===== src/rtl/writeback_stage.sv =====
// rtl/writeback_stage.sv - MIPS WB stage: MEM/WB register, load wait, register-file write and ID forwarding
module writeback_stage #(
  parameter int CNT_WIDTH = 32
) (
  input  logic                 clk,
  input  logic                 rst,
  input  logic                 in_valid,
  output logic                 in_ready,
  input  logic                 in_reg_write,
  input  logic                 in_mem_to_reg,
  input  logic [4:0]           in_dest,
  input  logic [31:0]          in_alu_result,
  input  logic                 mem_rdata_valid,
  input  logic [31:0]          mem_rdata,
  input  logic                 flush,
  output logic                 wb_reg_write,
  output logic [4:0]           wb_write_reg,
  output logic [31:0]          wb_write_data,
  output logic                 fwd_valid,
  output logic                 fwd_pending,
  output logic [4:0]           fwd_reg,
  output logic [31:0]          fwd_data,
  output logic [CNT_WIDTH-1:0] retired_count
);

  typedef enum logic [1:0] {
    ST_EMPTY    = 2'd0,
    ST_WAIT_MEM = 2'd1,
    ST_READY    = 2'd2
  } state_t;

  state_t                state_q, state_d;
  logic                  reg_write_q, reg_write_d;
  logic                  mem_to_reg_q, mem_to_reg_d;
  logic [4:0]            dest_q, dest_d;
  logic [31:0]           data_q, data_d;
  logic [CNT_WIDTH-1:0]  retired_count_q, retired_count_d;

  logic accept;
  logic held;

  assign in_ready = !rst && !flush && (state_q != ST_WAIT_MEM);
  assign accept   = in_valid && in_ready;
  assign held     = (state_q != ST_EMPTY);

  always_comb begin
    state_d         = state_q;
    reg_write_d     = reg_write_q;
    mem_to_reg_d    = mem_to_reg_q;
    dest_d          = dest_q;
    data_d          = data_q;
    retired_count_d = retired_count_q;

    // Anything sitting in READY is committed and retires on this edge, flush or not.
    if (state_q == ST_READY) begin
      retired_count_d = retired_count_q + CNT_WIDTH'(1);
    end

    case (state_q)
      ST_EMPTY, ST_READY: begin
        if (accept) begin
          reg_write_d  = in_reg_write;
          mem_to_reg_d = in_mem_to_reg;
          dest_d       = in_dest;
          data_d       = in_alu_result;
          if (in_reg_write && in_mem_to_reg) begin
            state_d = ST_WAIT_MEM;
          end else begin
            state_d = ST_READY;
          end
        end else begin
          state_d = ST_EMPTY;
        end
      end
      ST_WAIT_MEM: begin
        if (flush) begin
          state_d = ST_EMPTY;
        end else if (mem_rdata_valid) begin
          data_d  = mem_rdata;
          state_d = ST_READY;
        end
      end
      default: begin
        state_d = ST_EMPTY;
      end
    endcase
  end

  always_ff @(posedge clk or posedge rst) begin
    if (rst) begin
      state_q         <= ST_EMPTY;
      reg_write_q     <= 1'b0;
      mem_to_reg_q    <= 1'b0;
      dest_q          <= 5'd0;
      data_q          <= 32'd0;
      retired_count_q <= '0;
    end else begin
      state_q         <= state_d;
      reg_write_q     <= reg_write_d;
      mem_to_reg_q    <= mem_to_reg_d;
      dest_q          <= dest_d;
      data_q          <= data_d;
      retired_count_q <= retired_count_d;
    end
  end

  // Writes to $0 are dropped here so ID never forwards a non-zero value for $0.
  assign wb_reg_write  = (state_q == ST_READY) && reg_write_q && (dest_q != 5'd0);
  assign wb_write_reg  = held ? dest_q : 5'd0;
  assign wb_write_data = held ? data_q : 32'd0;

  assign fwd_valid     = wb_reg_write;
  assign fwd_pending   = (state_q == ST_WAIT_MEM) && (dest_q != 5'd0);
  assign fwd_reg       = held ? dest_q : 5'd0;
  assign fwd_data      = wb_write_data;
  assign retired_count = retired_count_q;

endmodule


===== config.mk =====
export PLATFORM = sky130hd
export DESIGN_NAME = writeback_stage
export DESIGN_NICKNAME = d
export VERILOG_FILES = /design/src/rtl/writeback_stage.sv
export SDC_FILE = /design/constraint.sdc
export NUM_CORES = 1
export LEC_CHECK = 0
export CAP_MARGIN = 20
export CORE_MARGIN = 5
export CORE_UTILIZATION = 35
export DETAILED_ROUTE_END_ITERATION = 16
export GPL_ROUTABILITY_DRIVEN = 0
export GPL_TIMING_DRIVEN = 0
export PLACE_DENSITY = 0.73
export REMOVE_ABC_BUFFERS = 1
export SYNTH_ARGS = -nofsm -noshare
export SYNTH_HDL_FRONTEND = slang
export SYNTH_SLANG_ARGS = --single-unit

===== constraint.sdc =====
create_clock -name clk -period 1.9 [get_ports clk]
set_input_delay 0.19 -clock clk [delete_from_list [all_inputs] [get_ports clk]]
set_output_delay 0.19 -clock clk [all_outputs]
set_load 0.005 [all_outputs]

==> reports/summary.md, run 1 <==
For the I/O pin total, the log shows 186. Once the floorplan was initialized, standard cells occupied 35.9% of the core. For the synthesized instance count, the log shows 373. The via density per instance is 4.71. Buffers inserted to repair hold after CTS numbered 0. The critical path capture point type was a primary output. The flow ran to the end, but the final reports show violations. After synthesis the cells add up to 0.00391 mm2. The count of pins over their slew limit was 0; the number of distinct library cell variants in the gate-level netlist after synthesis was 40. Clock-pin slew was measured on the worst setup and hold paths at 0.08 ns.

Setup violations remaining at the end of the flow were counted as 2. Setup repair after global routing could not meet its margin everywhere. The tools report the worst min-delay path startpoint as in_dest[4]. The die is 116 um tall.

In this run the power spent charging and discharging nets is 1.05 mW. The number of buffers on the longest clock path was 2. The count of cells along the worst hold path was 2. The checks that failed: setup timing. Data on the critical path is required at its endpoint by 1.71 ns. The number of antenna violations at the first check in global routing came out at 0. The post-synthesis sequential element count was 72; the worst-case setup slack after placement was -0.298 ns.

The maximum fanout count along the critical path is 7, and the maximum ir drop on the vdd rail is 400 uV. Final critical delay including setup and external delays: 1.92 ns. The clock net in this run drives a total of 72 sinks.

Data on the critical path arrives at its endpoint at 1.73 ns. Cells with a size suffix above 1 make up 25.2% of the layout. The primary flip-flop cell chosen by synthesis mapping is dfrtp_1.

The logs give 32.5% for the part of the total power dissipated in the clock network and 0 for the number of nets still failing antenna checks after routing. Remaining design rule violation count: 0. The port buffer count is 185, and the growth of design area from synthesis to finish is 62.0%.

For this run, the post-layout net count is 635. Static timing analysis puts the maximum clock frequency at 520 MHz. The logs give 0.00633 mm2 for the finished layout cell area and 7910 um for the total half-perimeter wirelength after legalization and detailed placement.

Across the run, the number of max-cap violations was 0. In this run the horizontal extent of the chip is 116 um. The cell chosen for the clock root is clkbuf_8.

The via count was 3309. The first detailed-routing pass ran for 4 iterations. The run gives 9 as the number of clock buffers inserted by TritonCTS. The library cell used most frequently in the layout, excluding fill and tap cells, is clkdlybuf4s50_1. For the worst max-slew margin expressed relative to the limit, the log shows 40.9%. By startpoint and endpoint, the worst setup path is classified as reg2out. Global routing used 17.0% of the available tracks across all layers.

Worst reg2reg path startpoint: state_q[0]$_DFFE_PP0P_. Yosys mapped a number of flops with a built-in enable equal to 0. TritonCTS built the clock tree.

The average size of a mapped cell is 10.5 um2, and the worst-skew pair later-pin latency is 0.35 ns. For the pin with the worst max-slew slack, the measured transition is 0.886 ns. Worst min-delay path category: in2reg. Dividing total power by cell area gives a power density of 654 mW/mm2. The maximum number of pins on one net before global-route repair is 73. First-pass GRT wire length: 17500 um. The count of standard-cell rows was 38. For this block, the initial DRC count from the detailed router was 200. The endpoint identified for the worst register-to-register timing path is retired_count[28]$_DFFE_PP0N_. The tools report the share of power burned in combinational logic as 22.4%. Leaving out fill and tap cells, the most frequent cells in the layout are 107 x clkdlybuf4s50_1, 70 x dfrtp_1, 42 x nand2_1. The leakage power was 3.03 nW; the number of global-route vias before repair was 3536. The count of cells along the worst register-to-register path was 5.

The final clock period utilization by the worst path was 101%; the part of the power in registers was 45.2%. Least setup slack across all paths after layout: -0.0226 ns. During synthesis, Yosys emitted a total of 0 warnings. The die covers 0.0134 mm2. The overall overflow remaining after global route was 0. The H-tree was split into 3 levels.

Net switching is 25.4% of the power. The tools report the total length of routed wires as 11200 um. The final number of hold-violating endpoints was 0.

The worst setup path is launched from a flop. The reg2reg setup slack was 0.13 ns; the design internal power was 3.09 mW. The placed instances occupy a cell area of 0.00563 mm2. The run gives 0.0109 mm2 as the core region area. Sequential elements use 46.1% of the synthesized area.

On the final layout, the worst clock skew is 0.00863 ns. For hold timing, the worst endpoint is dest_q[4]$_DFFE_PP0P_. The share of async-settable or async-resettable flops after synthesis is 100%, and the count of antenna diodes in the layout is 0.

In the final routed layout, each cell accounts on average for 15.9 um.
==> routing by layer <==
| layer | global-route usage [%] | vias up | routed length (um) |
|---|---|---|---|
| met5 | 0 | - | 0 |
| met4 | 6.81 | 0 | 157 |
| met3 | 5.12 | 13 | 805 |
| met2 | 28.7 | 135 | 5690 |
| met1 | 20.3 | 1561 | 4510 |
| li1 | - | 1600 | - |
==> worst max-delay path, cell delays in order, from the launching register on <==
cell	delay (ns)
dfrtp_2	0.46
buf_6	0.14
nor2_4	0.18
clkbuf_16	0.20
buf_4	0.12
nor2b_4	0.03
dlygate4sd2_1	0.26
==> worst max-delay path by stage <==
stage | to | slack, ns | cells past startpoint | start
floorplan | data_q[17]$_DFFE_PP0P_ | -1.24 | 3 | state_q[0]$_DFFE_PP0P_
global placement | fwd_pending | -2.52 | 3 | state_q[0]$_DFFE_PP0P_
detailed placement | data_q[24]$_DFFE_PP0P_ | -0.30 | 5 | rst
CTS | wb_write_data[18] | -0.12 | 5 | state_q[1]$_DFFE_PP0P_
global route | wb_write_data[8] | -0.11 | 6 | state_q[0]$_DFFE_PP0P_
finish | wb_write_data[8] | -0.02 | 6 | state_q[0]$_DFFE_PP0P_
==> metrics by stage <==
step	power (mW)	utilization, %	instances	hold WS, ns	setup TNS [ns]
final	4.14	58.2	703	0.452	-0.0419
after global routing	4.36	58.2	703	0.444	-1.20
after CTS	4.14	56.6	681	0.432	-2.46
after detailed placement	2.71	51.7	646	0.465	-21.45
after global placement	2.67	51.1	644	0.454	-281.91
after floorplan	2.19	-	319	0.330	-56.96
==> power by group through the flow <==
stage	Combinational [mW]	Clock, mW	Sequential [mW]
2_1_floorplan	0.335	0	1.86
3_3_place_gp	0.790	0	1.88
3_5_place_dp	0.818	0	1.89
4_1_cts	0.893	1.38	1.87
5_1_grt	1.02	1.45	1.90
6_report	0.926	1.34	1.87
==> repair_timing <==
action,4_1_cts,5_1_grt
buffers inserted,17,21
gates resized for setup,129,71
setup endpoints to repair,80,60
cloned,2,1
pin swaps,3,4
==> sequential cells by signal, indices dropped and copies added (netlist names) <==
name and flops:
data_q 32, dest_q 5, reg_write_q 1, retired_count 32, state_q 2
==> cells in the mapped netlist, types with 6 or more instances <==
master,number,area (um2)
nor2b_1,38,238
mux2_2,7,78.8
buf_4,40,300
xor2_1,20,175
nand4_1,6,37.5
buf_2,8,40.0
nor3_2,9,90.1
o21ai_0,14,70.1
nand2_1,42,158
xnor2_1,11,96.3
nand3_1,8,40.0
o21ai_1,18,90.1
dfrtp_1,72,1800
mux2i_1,32,320
==> logic make-up (layout without fill, tap and decap cells) <==
kind of cell | after synthesis | count (layout) | synth area share, %
multiplexers | 39 | 39 | 10.2
flip-flops | 72 | 72 | 46.1
buffers and inverters | 59 | 248 | 9.95
AND/OR/NAND/NOR | 134 | 135 | 21.2
AO/OA/AOI/OAI | 37 | 37 | 5.28
XOR/XNOR | 31 | 31 | 6.94
adder cells (fa/ha/maj) | 1 | 1 | 0.320
==> cell type report <==
type | count | area, um2
repair buffers | 227 | 2170
multi-input cells | 243 | 1940
clock inverters | 6 | 82.6
clock buffers | 10 | 138
inverters | 5 | 21.3
well taps | 140 | 175
flip-flops and latches | 72 | 1800
fillers | 962 | 4550
Note: power is estimated with default switching activity, not from simulation.
==> run 2: changes to the inputs <==
--- a/config.mk
+++ b/config.mk
@@ -8,6 +8,8 @@
 export CAP_MARGIN = 20
 export CORE_MARGIN = 5
 export CORE_UTILIZATION = 35
+export CTS_BUF_LIST = sky130_fd_sc_hd__clkbuf_8
+export CTS_CLUSTER_DIAMETER = 50
 export DETAILED_ROUTE_END_ITERATION = 16
 export GPL_ROUTABILITY_DRIVEN = 0
 export GPL_TIMING_DRIVEN = 0
==> results of run 2 <==
Same layout as run 1: the final DEF is identical, and so are final timing and power.
==> run 3: changes to the inputs <==
--- a/config.mk
+++ b/config.mk
@@ -7,13 +7,13 @@
 export LEC_CHECK = 0
 export CAP_MARGIN = 20
 export CORE_MARGIN = 5
-export CORE_UTILIZATION = 35
+export CORE_UTILIZATION = 38
 export CTS_BUF_LIST = sky130_fd_sc_hd__clkbuf_8
 export CTS_CLUSTER_DIAMETER = 50
 export DETAILED_ROUTE_END_ITERATION = 16
 export GPL_ROUTABILITY_DRIVEN = 0
 export GPL_TIMING_DRIVEN = 0
-export PLACE_DENSITY = 0.73
+export PLACE_DENSITY = 0.75
 export REMOVE_ABC_BUFFERS = 1
 export SYNTH_ARGS = -nofsm -noshare
 export SYNTH_HDL_FRONTEND = slang
==> run 3 against run 2 <==
  * The run now ends clean
  * First-iteration DRC count fell by 46%
  * Largest cell class unchanged
  * Clock skew rose by 0.0061 ns
  * Count of clock-buffer cells in the layout rose by 2
  * Setup slack improved by 0.051 ns
  * Global-route usage rose by 0.23 points
==> reports/summary.md, run 3 (synthesis gave the netlist of run 1 again) <==
The post-placement cell count was 642; the count of max-cap constraint violations was 0. Sequential cells burn 47.9% of the power. The number of buffers and inverters on the critical path came out at 6. Least setup slack across all paths after layout: 0.0284 ns.

The number of clock buffers added by TritonCTS is 9. For the initial core utilization, the log shows 38.4%. Setup repair after global routing could not meet its margin everywhere.

At the pin with the least slew margin, the transition time is 0.899 ns. The cell family contributing the most delay on the critical path was buffers and inverters. For the worst setup path, the data arrival time is 1.68 ns. For the worst setup path, the data required time is 1.71 ns. After layout, the worst path uses 98.5% of the clock period. The tools report the reg2reg setup slack as 0.14 ns. The top cell types in the final layout, fill and taps aside, are 107 x clkdlybuf4s50_1, 70 x dfrtp_1, 42 x nand2_1. After layout, the design draws a total of 3.90 mW. After routing the design area is 0.00614 mm2. The tools report the via count as 3223. The worst hold path was traced through 2 stages.

The count of placed standard cells in the final layout, fillers left out is 683, and the sequential cell area is 0.00180 mm2. After detailed routing, the number of vias per cell comes to 4.72. The logs give 73 for the maximum number of pins on one net before global-route repair and 186 for the I/O pin total.

The remaining design rule violation count is 0. The worst setup path is launched from a flop. No sink is reached through more buffers than the 2 on the longest clock path.

From synthesis to final layout, the design area changed by 57.1%. The placed standard-cell area was 0.00563 mm2. TritonCTS built the clock tree. Walking the worst path, the cells encountered are buf_12, nor2_4, buf_6, buf_12, buf_6, buf_6, nor2b_4, buf_2.

The clock tree synthesis step divided the H-tree into 3 levels. The CTS clock-pin slew for the worst setup and hold paths was 0.09 ns; the final total negative setup slack was 0 ns. The number of global-route vias before repair was 3535. Standard cell with the maximum stage delay on the critical path: dfrtp_2.

The total overflow left after global routing is 0. In this run the worst setup path begins at state_q[1]$_DFFE_PP0P_. The worst hold path begins at in_dest[4].

In the final layout, the multi-input gates occupy 0.00187 mm2. The delay of the slowest critical-path stage came out at 0.47 ns. Based on the critical path, the design can be clocked at up to 534 MHz. Before CTS, the worst setup slack after placement is -0.269 ns. The worst register-to-register path has a depth of 5. The region available for standard cell placement spans 0.0102 mm2.

The flow ran to the end, and the final reports show no timing, DRC or antenna violations. On the final layout, the worst clock skew is 0.0148 ns. The library cell appearing most often on the critical path is buf_6. The ratio of total power to cell area was 636 mW/mm2. For the share of power burned in combinational logic, the log shows 22.2%. The part of the total power dissipated in the clock network was 29.9%; the count of pins over their slew limit was 0. The total length of routed wires was 11000 um; the post-layout utilization of the core was 60.3%.

Count of antenna diodes in the layout: 0. The path with the worst hold slack has its endpoint at dest_q[4]$_DFFE_PP0P_. In this run the remaining antenna-violating nets after routing total 0. For the worst-skew pair later-pin latency, the log shows 0.34 ns. Share of final-layout standard cells stronger than drive strength 1: 22.7%.

The net switching power figure came out at 1.05 mW. The tightest hold path in the finished design has a slack of 0.458 ns. Input and output buffers added on the ports amount to 185.

The classification of the worst setup path is reg2out. The die is 111 um tall. Cell chosen for the clock root: clkbuf_8. The maximum fanout count along the critical path is 5. The final number of hold-violating endpoints was 0; the switching share of power was 26.9%. The reg-to-reg critical path endpoint is retired_count[26]$_DFFE_PP0N_.

The final-layout fill cell count came out at 864. The run gives 7600 um as the total half-perimeter wirelength after legalization and detailed placement. In this run the static leakage power is 3.09 nW. The first global-routing pass estimated 17400 um of wire. The clock drives 72 sinks.

Maximum ir drop on the vdd rail: 358 uV. The internal portion of the total power is 2.85 mW. In the final routed layout, each cell accounts on average for 16.0 um.

The first detailed-routing pass ran for 4 iterations. The final layout net count came out at 619. Counting I/O delays and the setup requirement, the final critical path takes 1.87 ns. The worst pin sits at a relative slew slack of 40.1%. The library cell used most frequently in the layout, excluding fill and tap cells, is clkdlybuf4s50_1.

Count of standard-cell rows: 37. The run gives 0 as the final setup violation count. In this run the critical register-to-register path is launched from state_q[0]$_DFFE_PP0P_. The worst hold path belongs to the class in2reg.

Global routing used 17.2% of the available tracks. The full die area came out at 0.0124 mm2. The number of antenna violations at the first check in global routing is 0, and the iteration-0 DRC count of the detailed router is 109. The die is 111 um wide.

STA classifies the critical path endpoint as a primary output.
## run 3: changes by cell type in the layout (fill, tap and decap cells not counted), moves of 3 or more
cell and delta:
nor2b_2 +18, buf_4 -15, nor2b_4 -15, dlymetal6s2s_1 +13, clkdlybuf4s15_1 -8, clkbuf_2 -5, nor2b_1 -3
## run 3: worst max path at each step
stage / to / slack, ns / cells after the start
after detailed placement: data_q[7]$_DFFE_PP0P_ / -0.27 / 5
after global routing: fwd_data[9] / -0.06 / 8
after CTS: wb_write_data[11] / -0.10 / 5
after floorplan: data_q[17]$_DFFE_PP0P_ / -1.24 / 3
final: fwd_data[9] / 0.03 / 8
after global placement: fwd_pending / -2.54 / 3
## run 3: final cells by class
type | count | share of cell area, %
clock buffers | 12 | 2.69
clock inverters | 4 | 0.448
inverters | 5 | 0.346
multi-input cells | 244 | 30.5
flip-flops and latches | 72 | 29.4
well taps | 136 | 2.77
repair buffers | 210 | 33.9
## run 3: worst register-to-register path, cell delays in order (launching register included)
cell     delay [ns]
dfrtp_2        0.45
buf_4          0.16
and4b_2        0.35
nand4_4        0.23
nor3_1         0.35
xor2_1         0.17
## run 3: metal layers
metal	vias up	part of all wire, %	global-route usage (%)
met5	-	0	0
met4	0	1.2	5.35
met3	9	6.2	4.40
met2	113	52	30.6
met1	1538	41	20.4
li1	1563	-	-
## run 3: repair_timing
item,in CTS,in global routing
hold buffers,0,0
setup buffers,14,8
setup endpoints to repair,79,63
gates resized for setup,81,88
cloned,2,1
pin swaps,2,5
## run 3: power by group through the flow
stage / clock network (mW) / logic, mW / registers, mW
4_1_cts: 1.20 / 0.845 / 1.87
3_3_place_gp: 0 / 0.789 / 1.88
5_1_grt: 1.25 / 0.955 / 1.90
3_5_place_dp: 0 / 0.813 / 1.89
2_1_floorplan: 0 / 0.335 / 1.86
6_report: 1.17 / 0.867 / 1.87
